`config.mk`:
```
export PLATFORM = sky130hd
export DESIGN_NAME = raifes_jtag_dtm
export DESIGN_NICKNAME = d
export VERILOG_FILES = /design/src/rtl/raifes_jtag_dtm.sv
export SDC_FILE = /design/constraint.sdc
export NUM_CORES = 1
export LEC_CHECK = 0
export ABC_CLOCK_PERIOD_IN_PS = 1850
export CORE_UTILIZATION = 40
export CTS_CLUSTER_SIZE = 14
export DETAILED_ROUTE_END_ITERATION = 10
export SETUP_SLACK_MARGIN = 0.5
export SLEW_MARGIN = 20
export SYNTH_ARGS = -nofsm -noshare
export SYNTH_HDL_FRONTEND = slang
export SYNTH_SLANG_ARGS = --single-unit
```
`constraint.sdc`:
```
create_clock -name clk -period 1.85 [get_ports clk]
set_clock_uncertainty 0.05 [all_clocks]
set_input_delay 0.2775 -clock clk [delete_from_list [all_inputs] [get_ports clk]]
set_output_delay 0.2775 -clock clk [all_outputs]
set_load 0.005 [all_outputs]
```
`src/rtl/raifes_jtag_dtm.sv`:
```
// raifes_jtag_dtm -- JTAG Debug Transport Module.
//
// Initiator end of the DMI bus. The JTAG pins are oversampled in the clk
// domain. A standard IEEE 1149.1 TAP controller selects one of the IDCODE,
// DTMCS, DMI and BYPASS data registers. A DMI DR scan turns into one DMI
// read or write towards the Debug Module.
//
// Ports:
//   clk, reset        system clock and synchronous active-high reset
//   tck, tms, tdi     JTAG pins, asynchronous to clk (2-flop synchronised)
//   tdo, tdo_oe       JTAG data out (registered) and its output enable
//   dmi_addr/wdata    request address/data, held from launch to next launch
//   dmi_en, dmi_wen   one-clk request strobe and write qualifier
//   dmi_rdata         read data returned by the DM
//   dmi_error         DM error flag, sampled at completion
//   dmi_dm_busy       DM busy; completion is first clk after dmi_en with busy low
//
// Timing rule: tck high and tck low must each last at least 3 clk periods.
module raifes_jtag_dtm #(
  parameter int          DMI_ABITS = 7,
  parameter int          DMI_DBITS = 32,
  parameter logic [31:0] IDCODE    = 32'h1000_0001,
  parameter logic [2:0]  IDLE_HINT = 3'd1
) (
  input  logic                 clk,
  input  logic                 reset,
  input  logic                 tck,
  input  logic                 tms,
  input  logic                 tdi,
  output logic                 tdo,
  output logic                 tdo_oe,
  output logic [DMI_ABITS-1:0] dmi_addr,
  output logic [DMI_DBITS-1:0] dmi_wdata,
  input  logic [DMI_DBITS-1:0] dmi_rdata,
  output logic                 dmi_en,
  output logic                 dmi_wen,
  input  logic                 dmi_error,
  input  logic                 dmi_dm_busy
);

  // One shift register serves every DR. It is sized for the widest DR (DMI).
  localparam int DR_W = DMI_ABITS + DMI_DBITS + 2;

  typedef enum logic [3:0] {
    TLR, RTI, SEL_DR, CAP_DR, SHIFT_DR, EXIT1_DR, PAUSE_DR, EXIT2_DR, UPD_DR,
    SEL_IR, CAP_IR, SHIFT_IR, EXIT1_IR, PAUSE_IR, EXIT2_IR, UPD_IR
  } tap_state_t;

  typedef enum logic [1:0] {DR_BYPASS, DR_IDCODE, DR_DTMCS, DR_DMI} dr_sel_t;

  // ---------------------------------------------------------------------
  // Pin synchronisers: bit 0 = tck, bit 1 = tms, bit 2 = tdi
  // ---------------------------------------------------------------------
  logic [2:0] pins_async;
  logic [2:0] pins_sync;

  assign pins_async = {tdi, tms, tck};

  generate
    for (genvar gi = 0; gi < 3; gi++) begin : g_sync
      logic meta_reg;
      logic sync_reg;
      always_ff @(posedge clk) begin
        if (reset) begin
          meta_reg <= 1'b0;
          sync_reg <= 1'b0;
        end else begin
          meta_reg <= pins_async[gi];
          sync_reg <= meta_reg;
        end
      end
      assign pins_sync[gi] = sync_reg;
    end
  endgenerate

  logic tck_s, tms_s, tdi_s;
  logic tck_prev_reg;
  logic tck_rise, tck_fall;

  assign tck_s    = pins_sync[0];
  assign tms_s    = pins_sync[1];
  assign tdi_s    = pins_sync[2];
  assign tck_rise = tck_s & ~tck_prev_reg;
  assign tck_fall = ~tck_s & tck_prev_reg;

  // ---------------------------------------------------------------------
  // State
  // ---------------------------------------------------------------------
  tap_state_t            tap_state_reg;
  logic [4:0]            ir_reg;
  logic [4:0]            ir_sr_reg;
  logic [DR_W-1:0]       dr_sr_reg;
  logic                  tdo_reg;
  logic                  tdo_oe_reg;
  logic [DMI_ABITS-1:0]  dmi_addr_reg;
  logic [DMI_DBITS-1:0]  dmi_wdata_reg;
  logic                  dmi_en_reg;
  logic                  dmi_wen_reg;
  logic [DMI_DBITS-1:0]  last_rdata_reg;
  logic [1:0]            dmistat_reg;
  logic                  pending_reg;

  assign tdo       = tdo_reg;
  assign tdo_oe    = tdo_oe_reg;
  assign dmi_addr  = dmi_addr_reg;
  assign dmi_wdata = dmi_wdata_reg;
  assign dmi_en    = dmi_en_reg;
  assign dmi_wen   = dmi_wen_reg;

  function automatic tap_state_t tap_step(input tap_state_t s, input logic m);
    case (s)
      TLR:      return m ? TLR      : RTI;
      RTI:      return m ? SEL_DR   : RTI;
      SEL_DR:   return m ? SEL_IR   : CAP_DR;
      CAP_DR:   return m ? EXIT1_DR : SHIFT_DR;
      SHIFT_DR: return m ? EXIT1_DR : SHIFT_DR;
      EXIT1_DR: return m ? UPD_DR   : PAUSE_DR;
      PAUSE_DR: return m ? EXIT2_DR : PAUSE_DR;
      EXIT2_DR: return m ? UPD_DR   : SHIFT_DR;
      UPD_DR:   return m ? SEL_DR   : RTI;
      SEL_IR:   return m ? TLR      : CAP_IR;
      CAP_IR:   return m ? EXIT1_IR : SHIFT_IR;
      SHIFT_IR: return m ? EXIT1_IR : SHIFT_IR;
      EXIT1_IR: return m ? UPD_IR   : PAUSE_IR;
      PAUSE_IR: return m ? EXIT2_IR : PAUSE_IR;
      EXIT2_IR: return m ? UPD_IR   : SHIFT_IR;
      UPD_IR:   return m ? SEL_DR   : RTI;
      default:  return TLR;
    endcase
  endfunction

  // ---------------------------------------------------------------------
  // Instruction decode
  // ---------------------------------------------------------------------
  dr_sel_t dr_sel;

  always_comb begin
    dr_sel = DR_BYPASS;
    case (ir_reg)
      5'h01:   dr_sel = DR_IDCODE;
      5'h10:   dr_sel = DR_DTMCS;
      5'h11:   dr_sel = DR_DMI;
      default: dr_sel = DR_BYPASS;
    endcase
  end

  // ---------------------------------------------------------------------
  // DMI completion, evaluated every clk. A Capture-DR on the same clk must
  // see the post-completion view, so these values feed the capture mux.
  // ---------------------------------------------------------------------
  logic                 dmi_complete;
  logic [1:0]           stat_after;
  logic [DMI_DBITS-1:0] rdata_after;
  logic                 busy_after;
  logic [1:0]           status_capture;

  assign dmi_complete   = pending_reg & ~dmi_en_reg & ~dmi_dm_busy;
  assign stat_after     = (dmi_complete && dmi_error && dmistat_reg == 2'd0) ? 2'd2 : dmistat_reg;
  assign rdata_after    = dmi_complete ? dmi_rdata : last_rdata_reg;
  assign busy_after     = pending_reg & ~dmi_complete;
  assign status_capture = busy_after ? 2'd3 : stat_after;

  logic [31:0] dtmcs_value;
  assign dtmcs_value = {14'b0, 1'b0, 1'b0, 1'b0, IDLE_HINT, dmistat_reg,
                        6'(DMI_ABITS), 4'd1};

  logic [DR_W-1:0] dr_capture;
  logic [DR_W-1:0] dr_shifted;

  always_comb begin
    dr_capture = '0;
    case (dr_sel)
      DR_IDCODE: dr_capture = DR_W'(IDCODE);
      DR_DTMCS:  dr_capture = DR_W'(dtmcs_value);
      DR_DMI:    dr_capture = {dmi_addr_reg, rdata_after, status_capture};
      default:   dr_capture = '0;
    endcase
  end

  // tdi enters at the MSB of the selected DR's own length, so shorter DRs
  // shift out exactly their own bit count.
  always_comb begin
    dr_shifted = '0;
    case (dr_sel)
      DR_DMI:              dr_shifted = {tdi_s, dr_sr_reg[DR_W-1:1]};
      DR_IDCODE, DR_DTMCS: dr_shifted = {{(DR_W-32){1'b0}}, tdi_s, dr_sr_reg[31:1]};
      default:             dr_shifted = {{(DR_W-1){1'b0}}, tdi_s};
    endcase
  end

  // DMI DR update fields
  logic [DMI_ABITS-1:0] upd_addr;
  logic [DMI_DBITS-1:0] upd_data;
  logic [1:0]           upd_op;

  assign upd_addr = dr_sr_reg[DR_W-1 -: DMI_ABITS];
  assign upd_data = dr_sr_reg[DMI_DBITS+1:2];
  assign upd_op   = dr_sr_reg[1:0];

  logic in_shift;
  assign in_shift = (tap_state_reg == SHIFT_DR) || (tap_state_reg == SHIFT_IR);

  // ---------------------------------------------------------------------
  // TAP controller, shift path and DMI request logic
  // ---------------------------------------------------------------------
  always_ff @(posedge clk) begin
    if (reset) begin
      tck_prev_reg   <= 1'b0;
      tap_state_reg  <= TLR;
      ir_reg         <= 5'h01;
      ir_sr_reg      <= '0;
      dr_sr_reg      <= '0;
      tdo_reg        <= 1'b0;
      tdo_oe_reg     <= 1'b0;
      dmi_addr_reg   <= '0;
      dmi_wdata_reg  <= '0;
      dmi_en_reg     <= 1'b0;
      dmi_wen_reg    <= 1'b0;
      last_rdata_reg <= '0;
      dmistat_reg    <= 2'd0;
      pending_reg    <= 1'b0;
    end else begin
      tck_prev_reg <= tck_s;
      dmi_en_reg   <= 1'b0;

      if (dmi_complete) begin
        last_rdata_reg <= dmi_rdata;
        pending_reg    <= 1'b0;
        dmistat_reg    <= stat_after;
      end

      // Test-Logic-Reset resets the instruction but leaves DMI traffic alone.
      if (tap_state_reg == TLR) begin
        ir_reg <= 5'h01;
      end

      if (tck_rise) begin
        tap_state_reg <= tap_step(tap_state_reg, tms_s);
        case (tap_state_reg)
          CAP_IR:   ir_sr_reg <= 5'b00001;
          SHIFT_IR: ir_sr_reg <= {tdi_s, ir_sr_reg[4:1]};
          CAP_DR: begin
            dr_sr_reg <= dr_capture;
            if (dr_sel == DR_DMI && busy_after) begin
              dmistat_reg <= 2'd3;
            end
          end
          SHIFT_DR: dr_sr_reg <= dr_shifted;
          default: ;
        endcase
      end

      if (tck_fall) begin
        case (tap_state_reg)
          SHIFT_IR: tdo_reg <= ir_sr_reg[0];
          SHIFT_DR: tdo_reg <= dr_sr_reg[0];
          UPD_IR:   ir_reg  <= ir_sr_reg;
          UPD_DR: begin
            if (dr_sel == DR_DTMCS) begin
              if (dr_sr_reg[16] || dr_sr_reg[17]) begin
                dmistat_reg <= 2'd0;
              end
              // dmihardreset: forget the outstanding request; a late DM
              // completion then finds pending low and is ignored.
              if (dr_sr_reg[17]) begin
                pending_reg <= 1'b0;
              end
            end else if (dr_sel == DR_DMI && (upd_op == 2'd1 || upd_op == 2'd2)) begin
              if (stat_after == 2'd0 && !busy_after) begin
                dmi_en_reg    <= 1'b1;
                dmi_wen_reg   <= (upd_op == 2'd2);
                dmi_addr_reg  <= upd_addr;
                dmi_wdata_reg <= upd_data;
                pending_reg   <= 1'b1;
              end else if (busy_after) begin
                dmistat_reg <= 2'd3;
              end
            end
          end
          default: ;
        endcase
      end

      // Enable goes high with the first tdo update of a shift and drops as
      // soon as the TAP leaves the Shift state.
      if (!in_shift) begin
        tdo_oe_reg <= 1'b0;
      end else if (tck_fall) begin
        tdo_oe_reg <= 1'b1;
      end
    end
  end

endmodule

```
==> reports/results.ini <==
[status]
outcome = finished with violations
violations = negative setup slack

[cts]
cts_tree = done
clkLatencyLatePin_ps = 440
clockRootBuffer = clkbuf_16
clockBufferDepth = 2
cts_buffers = 17
clkTransAtPathRegs_ps = 60
cts_max_level = 4
clock_sinks = 140
ctsHoldBuffers = 0

[place]
io_buffers = 81
gp_congestion = 0.800
dp_slack_ps = -374
place.detailed.hpwl_mm = 11.1
dpl-instance-area_um2 = 7700
place_inst = 940

[cells_and_area]
area_growth_pct = 80.2
final_common_cell = dfxtp_1
final_cell_mix = dfxtp_1, buf_4, a21oi_1
multi_input_area_um2 = 4420
drive_above_1_share = 0.512
diodes = 0
largest_reg_flops = 41
final_area_um2 = 11100
fill_cells = 910
fin_cells = 1078
regArea_um2 = 2890
nets = 921

[die]
die_x_um = 126
pin_count = 82
die_y_um = 126
core_um2 = 14800
rows = 44
initial_core_util = 0.417
dieArea_um2 = 15900

[synthesis]
yosysWarnings = 0
ys_types = 55
synth-simple-area-share = 0.184
synth_compound_area_frac = 0.229
synthAdderAreaFrac = 0.00203
synth_xor_area_frac = 0.00142
ys_top_cells_by_area = dfxtp_1, a21oi_1, mux2_2
synth_edf_count = 0
ys.flop_type = dfxtp_1
syn_inst = 689
synth_top_area_cell = dfxtp_1
ys_async_sr_fraction = 0
seq_area_frac_synth = 0.455
syn_area_per_cell_um2 = 8.93
synth_mux_area_frac = 0.0728
synth_seq_cells = 140
synth_top_family_by_area = compound AO/OA/AOI/OAI gates
syn-num-nets = 729
syn-cell-area_um2 = 6160
synth.top_cell.area_share = 0.455

[detailed_routing]
drcViolationCount = 0
wl_per_cell_um = 24.0
wl_met3_mm = 1.86
drtAntennaViolNets = 0
routed.top_layer = met4
wl_met1_mm = 10.2
drt_iter0_markers = 620
avgViaCountPerCell = 6.28
vias = 6770
firstDrtPassIters = 5
wl_met2_mm = 12.8
drt-total-wl_mm = 25.9

[timing]
max_freq_mhz = 527
hold_violations = 0
fin_ws_ps = -49.0
relSlewSlack = 0.622
setup_viol = 2
fin_crit_ps = 1900
worstMarginPinSlew_ps = 561
fin_crit_sh = 1.03
setup_tns_ps = -86.9
drv_slew = 0
rsz0062_at_grt = yes

[global_route]
grt_pass1_wl_mm = 34.6
track_usage = 0.285
antenna_found_initial = 0
grt_pass1_vias = 6300
grt_overflow = 0
grt_start_max_net_pins = 81

[critical_path]
r2r_cells = 8
start_kind = register
arrival_ps = 2210
r2r_start = dr_sr_reg[0]$_SDFFE_PP0P_
critPathMaxFanout = 7
rrSetupSlack_ps = -50
worst-setup-path-type = register to register
required_ps = 2160
r2r_end = dmi_wdata[21]$_SDFFE_PP0P_
worstSetupEndpointType = register

[pwr]
power_leakage_nw = 4.17
pwr_density_cell_nw_per_um2 = 618
fin_total_pwr_mw = 6.86
peakVddDrop_v = 0.000694

[min_path]
hold_end = last_rdata_reg[26]$_SDFF_PP0_
min_path_cells = 3
min_from = reset
min_path_type = input port to register

[job]
max_cap_viol_count = 0

==> Yosys cell counts (13+ instances only) <==
cell / instances
dfxtp_1: 140
a21oi_1: 75
clkbuf_1: 61
nor2_1: 46
o31ai_1: 41
nand4_1: 40
o21ai_0: 39
nand2_1: 30
mux2_2: 29
nand3_1: 25
and2_1: 24
a221oi_1: 23
nor2b_1: 13
==> cell type report <==
class | instances | share of cell area
Clock inverter | 8 | 0.0126
Timing Repair Buffer | 246 | 0.265
Tap cell | 184 | 0.0208
Multi-Input combinational cell | 470 | 0.398
Inverter | 6 | 0.00203
Clock buffer | 24 | 0.0416
Sequential cell | 140 | 0.260
==> logic make-up after synthesis <==
family | Yosys count
muxes | 41
xor gates and xnor gates | 1
adders and majority gates | 1
and+or+nand+nor | 209
DFF | 140
buffers and inverters | 79
AOI/OAI and AO/OA | 218
==> worst max path at each step <==
stage                                              from  slack (ps)  depth (start not counted)                          to
after floorplan           tap_state_reg[0]$_SDFFE_PP0P_          30                          7  dr_sr_reg[19]$_SDFFE_PP0P_
after global placement                      dmi_dm_busy        -300                          6  dr_sr_reg[30]$_SDFFE_PP0P_
after detailed placement                    dmi_dm_busy        -370                          6  dr_sr_reg[23]$_SDFFE_PP0P_
after CTS                 tap_state_reg[0]$_SDFFE_PP0P_          40                          6   dr_sr_reg[5]$_SDFFE_PP0P_
after global routing      tap_state_reg[0]$_SDFFE_PP0P_         -90                          9   dr_sr_reg[6]$_SDFFE_PP0P_
final                         dr_sr_reg[0]$_SDFFE_PP0P_         -50                          8  dmi_wdata[21]$_SDFFE_PP0P_
==> power breakdown <==
group / internal, mW / switching, mW
clock network: 2.28 / 1.30
registers: 3.01 / 0.0119
logic: 0.121 / 0.129
==> what timing repair did <==
action	CTS	global route
cloned	18	9
endpoints found under the setup margin	175	157
pin swaps	61	82
setup buffers	52	27
resized for setup	217	234
==> metal layers <==
metal / vias to the layer above / GRT usage
met4: 0 / 0.130
met2: 378 / 0.478
met1: 3319 / 0.346
li1: 2969 / -
met3: 104 / 0.0667
met5: - / 0
==> critical path, cell delays in order (launching register included) <==
cell	delay (ps)
dfxtp_2	340
inv_2	40
ha_4	220
nor3_4	140
buf_4	140
and3_4	280
bufbuf_16	300
nand4_1	140
a21oi_1	170
==> per-stage QoR <==
step	hold WS [ps]	util
6_report	302	0.752
5_1_grt	317	0.752
4_1_cts	285	0.661
3_5_place_dp	372	0.522
3_3_place_gp	365	0.522
2_1_floorplan	356	-
Power figures use the tool's default switching activity.
